`config.mk`:
```
export PLATFORM = sky130hd
export DESIGN_NAME = synth_ctrl_regfile
export DESIGN_NICKNAME = d
export VERILOG_FILES = /design/src/rtl/synth_ctrl_regfile.sv
export SDC_FILE = /design/constraint.sdc
export NUM_CORES = 1
export LEC_CHECK = 0
export ABC_CLOCK_PERIOD_IN_PS = 2500
export CORE_MARGIN = 3
export CORE_UTILIZATION = 53
export DETAILED_ROUTE_END_ITERATION = 10
export GPL_ROUTABILITY_DRIVEN = 0
export MAX_ROUTING_LAYER = met4
export PLACE_DENSITY_LB_ADDON = 0.12
export SYNTH_ARGS = -nofsm -noshare
export SYNTH_HDL_FRONTEND = slang
export SYNTH_SLANG_ARGS = --single-unit
export TNS_END_PERCENT = 30
```
`constraint.sdc`:
```
create_clock -name CLK -period 2.5 [get_ports CLK]
set_input_delay 0.5 -clock CLK [delete_from_list [all_inputs] [get_ports CLK]]
set_output_delay 0.5 -clock CLK [all_outputs]
set_load 0.005 [all_outputs]
```
`src/rtl/synth_ctrl_regfile.sv`:
```
// synth_ctrl_regfile: Avalon-MM control register file for the synth voice engine.
// Global parameters are written straight to live registers. Per-voice KEY/FREQ/AMP
// registers are double-buffered: software writes shadow copies, a COMMIT write arms
// a transfer, and the next SAMPLE_TICK copies every shadow into live at once.
// Reads are registered with a fixed one-cycle latency.
// Optional feature: define SYNTH_CTRL_IRQ_EN to add the commit-done irq flag / IRQ.
module synth_ctrl_regfile #(
  parameter int NUM_VOICES = 4,
  parameter int FREQ_W     = 7,
  parameter int AMP_W      = 16,
  parameter int ADDR_W     = 7
) (
  input  logic                         CLK,
  input  logic                         RESET,
  input  logic                         SAMPLE_TICK,
  input  logic [ADDR_W-1:0]            AVL_ADDR,
  input  logic [3:0]                   AVL_BYTE_EN,
  input  logic                         AVL_READ,
  input  logic                         AVL_WRITE,
  input  logic                         AVL_CS,
  input  logic [31:0]                  AVL_WRITEDATA,
  output logic [31:0]                  AVL_READDATA,
  output logic                         AVL_READDATAVALID,
  output logic [1:0]                   SHAPE1,
  output logic [1:0]                   SHAPE0,
  output logic [15:0]                  ATTACK,
  output logic [15:0]                  DECAY,
  output logic [15:0]                  SUSTAIN,
  output logic [15:0]                  RLEASE,
  output logic                         GLIDE_EN,
  output logic                         ARP_EN,
  output logic                         PingPongEn,
  output logic [24:0]                  GLIDE_RATE,
  output logic [15:0]                  ARP_TIME,
  output logic [NUM_VOICES-1:0]        KEY,
  output logic [NUM_VOICES-1:0]        KEY_ON,
  output logic [NUM_VOICES-1:0]        KEY_OFF,
  output logic [NUM_VOICES*FREQ_W-1:0] FREQ,
  output logic [NUM_VOICES*AMP_W-1:0]  AMP1,
  output logic [NUM_VOICES*AMP_W-1:0]  AMP0,
  output logic                         COMMIT_PENDING,
  output logic                         IRQ
);

  localparam int GW = ADDR_W - 3;

  localparam logic [ADDR_W-1:0] A_SHAPE1   = ADDR_W'(0),
                                A_SHAPE0   = ADDR_W'(1),
                                A_ATTACK   = ADDR_W'(2),
                                A_DECAY    = ADDR_W'(3),
                                A_SUSTAIN  = ADDR_W'(4),
                                A_RLEASE   = ADDR_W'(5),
                                A_GLIDE_EN = ADDR_W'(6),
                                A_GLIDE_RT = ADDR_W'(7),
                                A_ARP_EN   = ADDR_W'(8),
                                A_ARP_TIME = ADDR_W'(9),
                                A_PINGPONG = ADDR_W'(10),
                                A_COMMIT   = ADDR_W'(16),
                                A_STATUS   = ADDR_W'(17);

  // Voice registers live in 8-word groups; the low 3 address bits pick the voice
  localparam logic [GW-1:0] G_KEY  = GW'(4),
                            G_FREQ = GW'(5),
                            G_AMP1 = GW'(6),
                            G_AMP0 = GW'(7);

  logic                         wr_en;
  logic                         rd_en;
  logic                         commit_wr;
  logic                         transfer;
  logic [2:0]                   voice_idx;
  logic [GW-1:0]                addr_grp;
  logic [31:0]                  reg_value;
  logic                         irq_flag;
  logic [NUM_VOICES-1:0]        shadow_key;
  logic [NUM_VOICES*FREQ_W-1:0] shadow_freq;
  logic [NUM_VOICES*AMP_W-1:0]  shadow_amp1;
  logic [NUM_VOICES*AMP_W-1:0]  shadow_amp0;

  // Byte-lane merge of write data onto the currently stored (zero-extended) value
  function automatic logic [31:0] lane_merge(input logic [31:0] cur,
                                             input logic [31:0] wdata,
                                             input logic [3:0]  be);
    logic [31:0] res;
    res = cur;
    for (int b = 0; b < 4; b++) begin
      if (be[b]) res[8*b +: 8] = wdata[8*b +: 8];
    end
    return res;
  endfunction

  assign wr_en     = AVL_WRITE & AVL_CS;
  assign rd_en     = AVL_READ & AVL_CS;
  assign voice_idx = AVL_ADDR[2:0];
  assign addr_grp  = AVL_ADDR[ADDR_W-1:3];
  assign commit_wr = wr_en && (AVL_ADDR == A_COMMIT);
  assign transfer  = SAMPLE_TICK & COMMIT_PENDING;

`ifdef SYNTH_CTRL_IRQ_EN
  logic status_clr;
  assign status_clr = wr_en && (AVL_ADDR == A_STATUS) && AVL_BYTE_EN[0] && AVL_WRITEDATA[1];

  // Sticky commit-done flag; a transfer on the same edge outranks a software clear
  always_ff @(posedge CLK or negedge RESET) begin
    if (!RESET)          irq_flag <= 1'b0;
    else if (transfer)   irq_flag <= 1'b1;
    else if (status_clr) irq_flag <= 1'b0;
  end

  assign IRQ = irq_flag;
`else
  assign irq_flag = 1'b0;
  assign IRQ      = 1'b0;
`endif

  // Current value at the bus address: live for globals, shadow for voices, 0 elsewhere
  always_comb begin
    reg_value = '0;
    case (AVL_ADDR)
      A_SHAPE1:   reg_value = 32'(SHAPE1);
      A_SHAPE0:   reg_value = 32'(SHAPE0);
      A_ATTACK:   reg_value = 32'(ATTACK);
      A_DECAY:    reg_value = 32'(DECAY);
      A_SUSTAIN:  reg_value = 32'(SUSTAIN);
      A_RLEASE:   reg_value = 32'(RLEASE);
      A_GLIDE_EN: reg_value = 32'(GLIDE_EN);
      A_GLIDE_RT: reg_value = 32'(GLIDE_RATE);
      A_ARP_EN:   reg_value = 32'(ARP_EN);
      A_ARP_TIME: reg_value = 32'(ARP_TIME);
      A_PINGPONG: reg_value = 32'(PingPongEn);
      A_STATUS:   reg_value = {30'b0, irq_flag, COMMIT_PENDING};
      default:    reg_value = '0;
    endcase
    for (int v = 0; v < NUM_VOICES; v++) begin
      if (voice_idx == 3'(v)) begin
        if (addr_grp == G_KEY)  reg_value = 32'(shadow_key[v]);
        if (addr_grp == G_FREQ) reg_value = 32'(shadow_freq[v*FREQ_W +: FREQ_W]);
        if (addr_grp == G_AMP1) reg_value = 32'(shadow_amp1[v*AMP_W +: AMP_W]);
        if (addr_grp == G_AMP0) reg_value = 32'(shadow_amp0[v*AMP_W +: AMP_W]);
      end
    end
  end

  // Global parameters take bus writes directly into the live outputs
  always_ff @(posedge CLK or negedge RESET) begin
    if (!RESET) begin
      SHAPE1     <= '0;
      SHAPE0     <= '0;
      ATTACK     <= '0;
      DECAY      <= '0;
      SUSTAIN    <= '0;
      RLEASE     <= '0;
      GLIDE_EN   <= 1'b0;
      GLIDE_RATE <= '0;
      ARP_EN     <= 1'b0;
      ARP_TIME   <= '0;
      PingPongEn <= 1'b0;
    end else if (wr_en) begin
      case (AVL_ADDR)
        A_SHAPE1:   SHAPE1     <= 2'(lane_merge(reg_value, AVL_WRITEDATA, AVL_BYTE_EN));
        A_SHAPE0:   SHAPE0     <= 2'(lane_merge(reg_value, AVL_WRITEDATA, AVL_BYTE_EN));
        A_ATTACK:   ATTACK     <= 16'(lane_merge(reg_value, AVL_WRITEDATA, AVL_BYTE_EN));
        A_DECAY:    DECAY      <= 16'(lane_merge(reg_value, AVL_WRITEDATA, AVL_BYTE_EN));
        A_SUSTAIN:  SUSTAIN    <= 16'(lane_merge(reg_value, AVL_WRITEDATA, AVL_BYTE_EN));
        A_RLEASE:   RLEASE     <= 16'(lane_merge(reg_value, AVL_WRITEDATA, AVL_BYTE_EN));
        A_GLIDE_EN: GLIDE_EN   <= 1'(lane_merge(reg_value, AVL_WRITEDATA, AVL_BYTE_EN));
        A_GLIDE_RT: GLIDE_RATE <= 25'(lane_merge(reg_value, AVL_WRITEDATA, AVL_BYTE_EN));
        A_ARP_EN:   ARP_EN     <= 1'(lane_merge(reg_value, AVL_WRITEDATA, AVL_BYTE_EN));
        A_ARP_TIME: ARP_TIME   <= 16'(lane_merge(reg_value, AVL_WRITEDATA, AVL_BYTE_EN));
        A_PINGPONG: PingPongEn <= 1'(lane_merge(reg_value, AVL_WRITEDATA, AVL_BYTE_EN));
        default: ;
      endcase
    end
  end

  // Shadow copies of the per-voice registers; voices beyond NUM_VOICES never match
  always_ff @(posedge CLK or negedge RESET) begin
    if (!RESET) begin
      shadow_key  <= '0;
      shadow_freq <= '0;
      shadow_amp1 <= '0;
      shadow_amp0 <= '0;
    end else if (wr_en) begin
      for (int v = 0; v < NUM_VOICES; v++) begin
        if (voice_idx == 3'(v)) begin
          case (addr_grp)
            G_KEY:  shadow_key[v] <= 1'(lane_merge(reg_value, AVL_WRITEDATA, AVL_BYTE_EN));
            G_FREQ: shadow_freq[v*FREQ_W +: FREQ_W] <=
                      FREQ_W'(lane_merge(reg_value, AVL_WRITEDATA, AVL_BYTE_EN));
            G_AMP1: shadow_amp1[v*AMP_W +: AMP_W] <=
                      AMP_W'(lane_merge(reg_value, AVL_WRITEDATA, AVL_BYTE_EN));
            G_AMP0: shadow_amp0[v*AMP_W +: AMP_W] <=
                      AMP_W'(lane_merge(reg_value, AVL_WRITEDATA, AVL_BYTE_EN));
            default: ;
          endcase
        end
      end
    end
  end

  // Pending arms on COMMIT and is consumed by the first tick seen while already armed
  always_ff @(posedge CLK or negedge RESET) begin
    if (!RESET)         COMMIT_PENDING <= 1'b0;
    else if (transfer)  COMMIT_PENDING <= 1'b0;
    else if (commit_wr) COMMIT_PENDING <= 1'b1;
  end

  // Live voice state loads all shadows together; key edges become one-cycle strobes
  always_ff @(posedge CLK or negedge RESET) begin
    if (!RESET) begin
      KEY     <= '0;
      FREQ    <= '0;
      AMP1    <= '0;
      AMP0    <= '0;
      KEY_ON  <= '0;
      KEY_OFF <= '0;
    end else begin
      KEY_ON  <= transfer ? (shadow_key & ~KEY) : '0;
      KEY_OFF <= transfer ? (~shadow_key & KEY) : '0;
      if (transfer) begin
        KEY  <= shadow_key;
        FREQ <= shadow_freq;
        AMP1 <= shadow_amp1;
        AMP0 <= shadow_amp0;
      end
    end
  end

  // Registered read port; data is forced to 0 whenever VALID is low
  always_ff @(posedge CLK or negedge RESET) begin
    if (!RESET) begin
      AVL_READDATAVALID <= 1'b0;
      AVL_READDATA      <= '0;
    end else begin
      AVL_READDATAVALID <= rd_en;
      AVL_READDATA      <= rd_en ? reg_value : '0;
    end
  end

endmodule
```
==> impl_metrics.py <==
metrics = {
    "outcome": {
        "status": "complete, but fails checks",
        "violations": "negative setup slack",
    },
    "detailed_routing": {
        "routed_via_density": 5.944,
        "first_pass_iters": 10,
        "drc": 0,
        "ant_nets": 0,
        "wl_per_cell_um": 24.05,
        "wl_mm": 67.33,
        "dr_total_vias": 16640,
        "drt_iter0_drc": 1653,
    },
    "synthesis": {
        "syn_area_mm2": 0.02017,
        "synth-simple-area-share_pct": 10.09,
        "async_reset_ff_share_pct": 100.0,
        "ys_top_cells_by_area": "dfrtp_1 (58%), mux2_2 (13%), nand2_1 (5.2%)",
        "ys_warn_count": 0,
        "synthAdderAreaFrac_pct": 0,
        "synth.ff_latch_count": 467,
        "synth_largest_area_cell": "dfrtp_1",
        "synthMuxAreaShare_pct": 14.66,
        "syn_area_per_cell_um2": 11.58,
        "synth_compound_area_share_pct": 13.53,
        "synth.top_cell.area_share_pct": 57.95,
        "synth_top_family_by_area": "multiplexers",
        "synth_xor_area_share_pct": 0,
        "synth.distinct_cells": 81,
        "synth_edf_count": 0,
        "yosysMostFrequentCell": "dfrtp_1",
        "yosys-top-cells-count": "dfrtp_1 (467), nand2_1 (277), mux2_2 (228), o21ai_0 (201), clkbuf_1 (84)",
        "synth_cells": 1741,
        "synthFlopType": "dfrtp_1",
        "seq_area_frac_synth_pct": 57.95,
    },
    "global_route": {
        "track_usage_pct": 33.72,
        "antenna_found_initial": 2,
        "grt_start_max_net_pins": 72,
        "grt_pass1_wl_mm": 101.9,
        "grt_pass1_vias": 16880,
        "grt-ovfl-total": 0,
    },
    "critical_path": {
        "crit_required_ps": 2960,
        "cp.arrival_ps": 3020,
        "cp_common_cell": "buf_4",
        "path_cells": "clkbuf_2 > bufbuf_16 > nand4b_1 > buf_4 > buf_4 > o211ai_1 > o221ai_4 > mux2_4 > mux2_2",
        "cpPeakStageDelay_ps": 560,
        "path_buf_inv": 4,
        "cp-start-kind": "input pin",
        "crit_type": "in -> reg",
        "crit_family": "compound AO/OA/AOI/OAI gates",
        "crit_path_end_kind": "register",
        "slowest_stage": "o211ai_1",
        "crit_fanout": 6,
    },
    "cells_and_area": {
        "postLayoutCoreUtil_pct": 74.78,
        "drive_gt1_share_pct": 26.90,
        "area_delta_synth_final_pct": 37.37,
        "fin_area_mm2": 0.02770,
        "final_nets": 2308,
    },
    "pwr": {
        "p_leak_nw": 12.85,
        "power_density_mw_per_mm2": 585.0,
        "vdd_drop_max_uv": 619.7,
    },
    "clock_tree": {
        "clock_sinks": 467,
        "cts_max_path_buffers": 3,
        "ctsHtreeMaxLevel": 2,
        "clk_pin_slew_ps": 60,
        "cts_root_buf": "clkbuf_16",
        "cts_tree": "yes",
        "clock_latency_ps": 580,
        "cts_buffers": 47,
    },
    "timing": {
        "slew_headroom_pct": 53.95,
        "setup_viol": 14,
        "final.setup.worst_slack_ps": -56.21,
        "fin_worst_skew_ps": 16.24,
        "rsz0062_at_grt": "true",
        "post-route-period-util_pct": 102.2,
        "layout_min_cycle_time_ps": 2556,
        "drv_slew": 0,
        "tightest_slew_ps": 687.7,
        "hold_viol_final": 0,
        "tns_ps": -500.8,
        "max_freq_ghz": 0.3912,
    },
    "floorplan": {
        "num_io_pins": 364,
        "fp.dieH_um": 201.1,
        "fp.dieArea_mm2": 0.04043,
        "rows": 70,
        "die_w_um": 201.1,
        "start_util_pct": 54.43,
        "core_mm2": 0.03705,
    },
    "placement": {
        "port_buffers": 348,
        "hpwl_mm": 49.17,
        "placed_cell_area_mm2": 0.02578,
    },
    "hold_path": {
        "holdCritPathClass": "in -> async",
    },
    "run": {
        "max_cap_violations": 0,
    },
}
[final cells by class]
| class | instances | area [um2] |
|---|---|---|
| antenna | 2 | 5.005 |
| clock buffer | 69 | 1380 |
| clock inverter | 15 | 123.9 |
| fill | 2558 | 9345 |
| inverter | 10 | 37.54 |
| multi-input combinational | 1133 | 8001 |
| sequential | 467 | 11690 |
| tap | 504 | 630.6 |
| timing repair buffer | 600 | 5838 |
[cells in the final DEF, fill, tap and decap left out, types with 10 or more instances in the layout]
master             n
a21oi_1           22
a222oi_1          20
a22o_1            14
a22oi_1           12
a31oi_1           14
and2_1            15
buf_12            30
buf_4            213
clkbuf_1          11
clkbuf_16         49
clkbuf_8          10
clkdlybuf4s50_1  340
dfrtp_1          467
inv_1             10
mux2_2           223
mux2i_1           34
nand2_1          276
nand3_1           20
nor2_1            48
nor3_1            10
nor3b_1           10
o21ai_0          199
o21ai_1           16
o22a_1            11
o31ai_1           28
[metrics by stage]
| stage | hold WS [ps] | total power [mW] | worst slack [ps] | cells |
|---|---|---|---|---|
| after floorplan | 204.4 | 8.489 | -101.2 | 1748 |
| after global placement | 456.1 | 9.316 | -701.5 | 2700 |
| after detailed placement | 461.7 | 9.350 | -799.1 | 2700 |
| after CTS | 472.5 | 16.25 | 23.36 | 2793 |
| after global routing | 505.3 | 16.68 | -20.13 | 2800 |
| final | 459.0 | 16.21 | -56.21 | 2800 |
[per-layer routing]
layer / vias to the layer above / GRT usage, % / routed length (um)
li1: 7275 / - / -
met1: 8236 / 39.38 / 24540
met2: 865 / 54.48 / 32490
met3: 266 / 8.059 / 6161
met4: 0 / 17.67 / 4141
met5: - / - / 0
[what timing repair did]
item	CTS	global route
endpoints found under the hold margin	45	0
endpoints found under the setup margin	227	127
gates cloned	6	1
pin swaps	6	9
gates resized for setup	38	23
hold buffers	1	0
buffers inserted	2	4
[power breakdown]
part / switching [mW] / internal [mW] / total [mW]
clock: 2.95 / 3.93 / 6.89
combinational: 0.757 / 0.626 / 1.38
sequential: 0.204 / 7.73 / 7.94
[kinds of logic after synthesis]
kind of cell / count (synthesis)
muxes: 265
other: 1
AOI/OAI and AO/OA: 412
DFF: 467
buffers and inverters: 151
and+or+nand+nor: 445
[worst register-to-register path, cell delays in order, from the launching register on]
cell      delay, ps
dfrtp_1         430
mux2_4          280
a22o_1          220
a22o_1          210
a211oi_2        310
o221ai_4        220
mux2_4          420
mux2_2          300
[sequential cells by signal, indices dropped and copies added, names as in the netlist, 25 cells and up]
register	count
AMP0	64
shadow_freq	28
GLIDE_RATE	25
FREQ	28
AVL_READDATA	25
shadow_amp0	64
AMP1	64
shadow_amp1	64
[final timing paths]
check | from | end | slack, ps | cells after the start
max | AVL_ADDR[6] | shadow_freq[27]$_DFFE_PN0P_ | -60 | 9
min | RESET | AMP0[2]$_DFFE_PN0P_ | 460 | 2
max reg2reg | GLIDE_RATE[6]$_DFFE_PN0P_ | shadow_freq[27]$_DFFE_PN0P_ | 0 | 7
min reg2reg | KEY[2]$_DFFE_PN0P_ | KEY_ON[2]$_DFF_PN0_ | 480 | 1
max in group asynchronous | RESET | RLEASE[8]$_DFFE_PN0P_ | 1260 | 3
min in group CLK | KEY[2]$_DFFE_PN0P_ | KEY_ON[2]$_DFF_PN0_ | 480 | 1
Note: power is estimated with default switching activity, not from simulation.
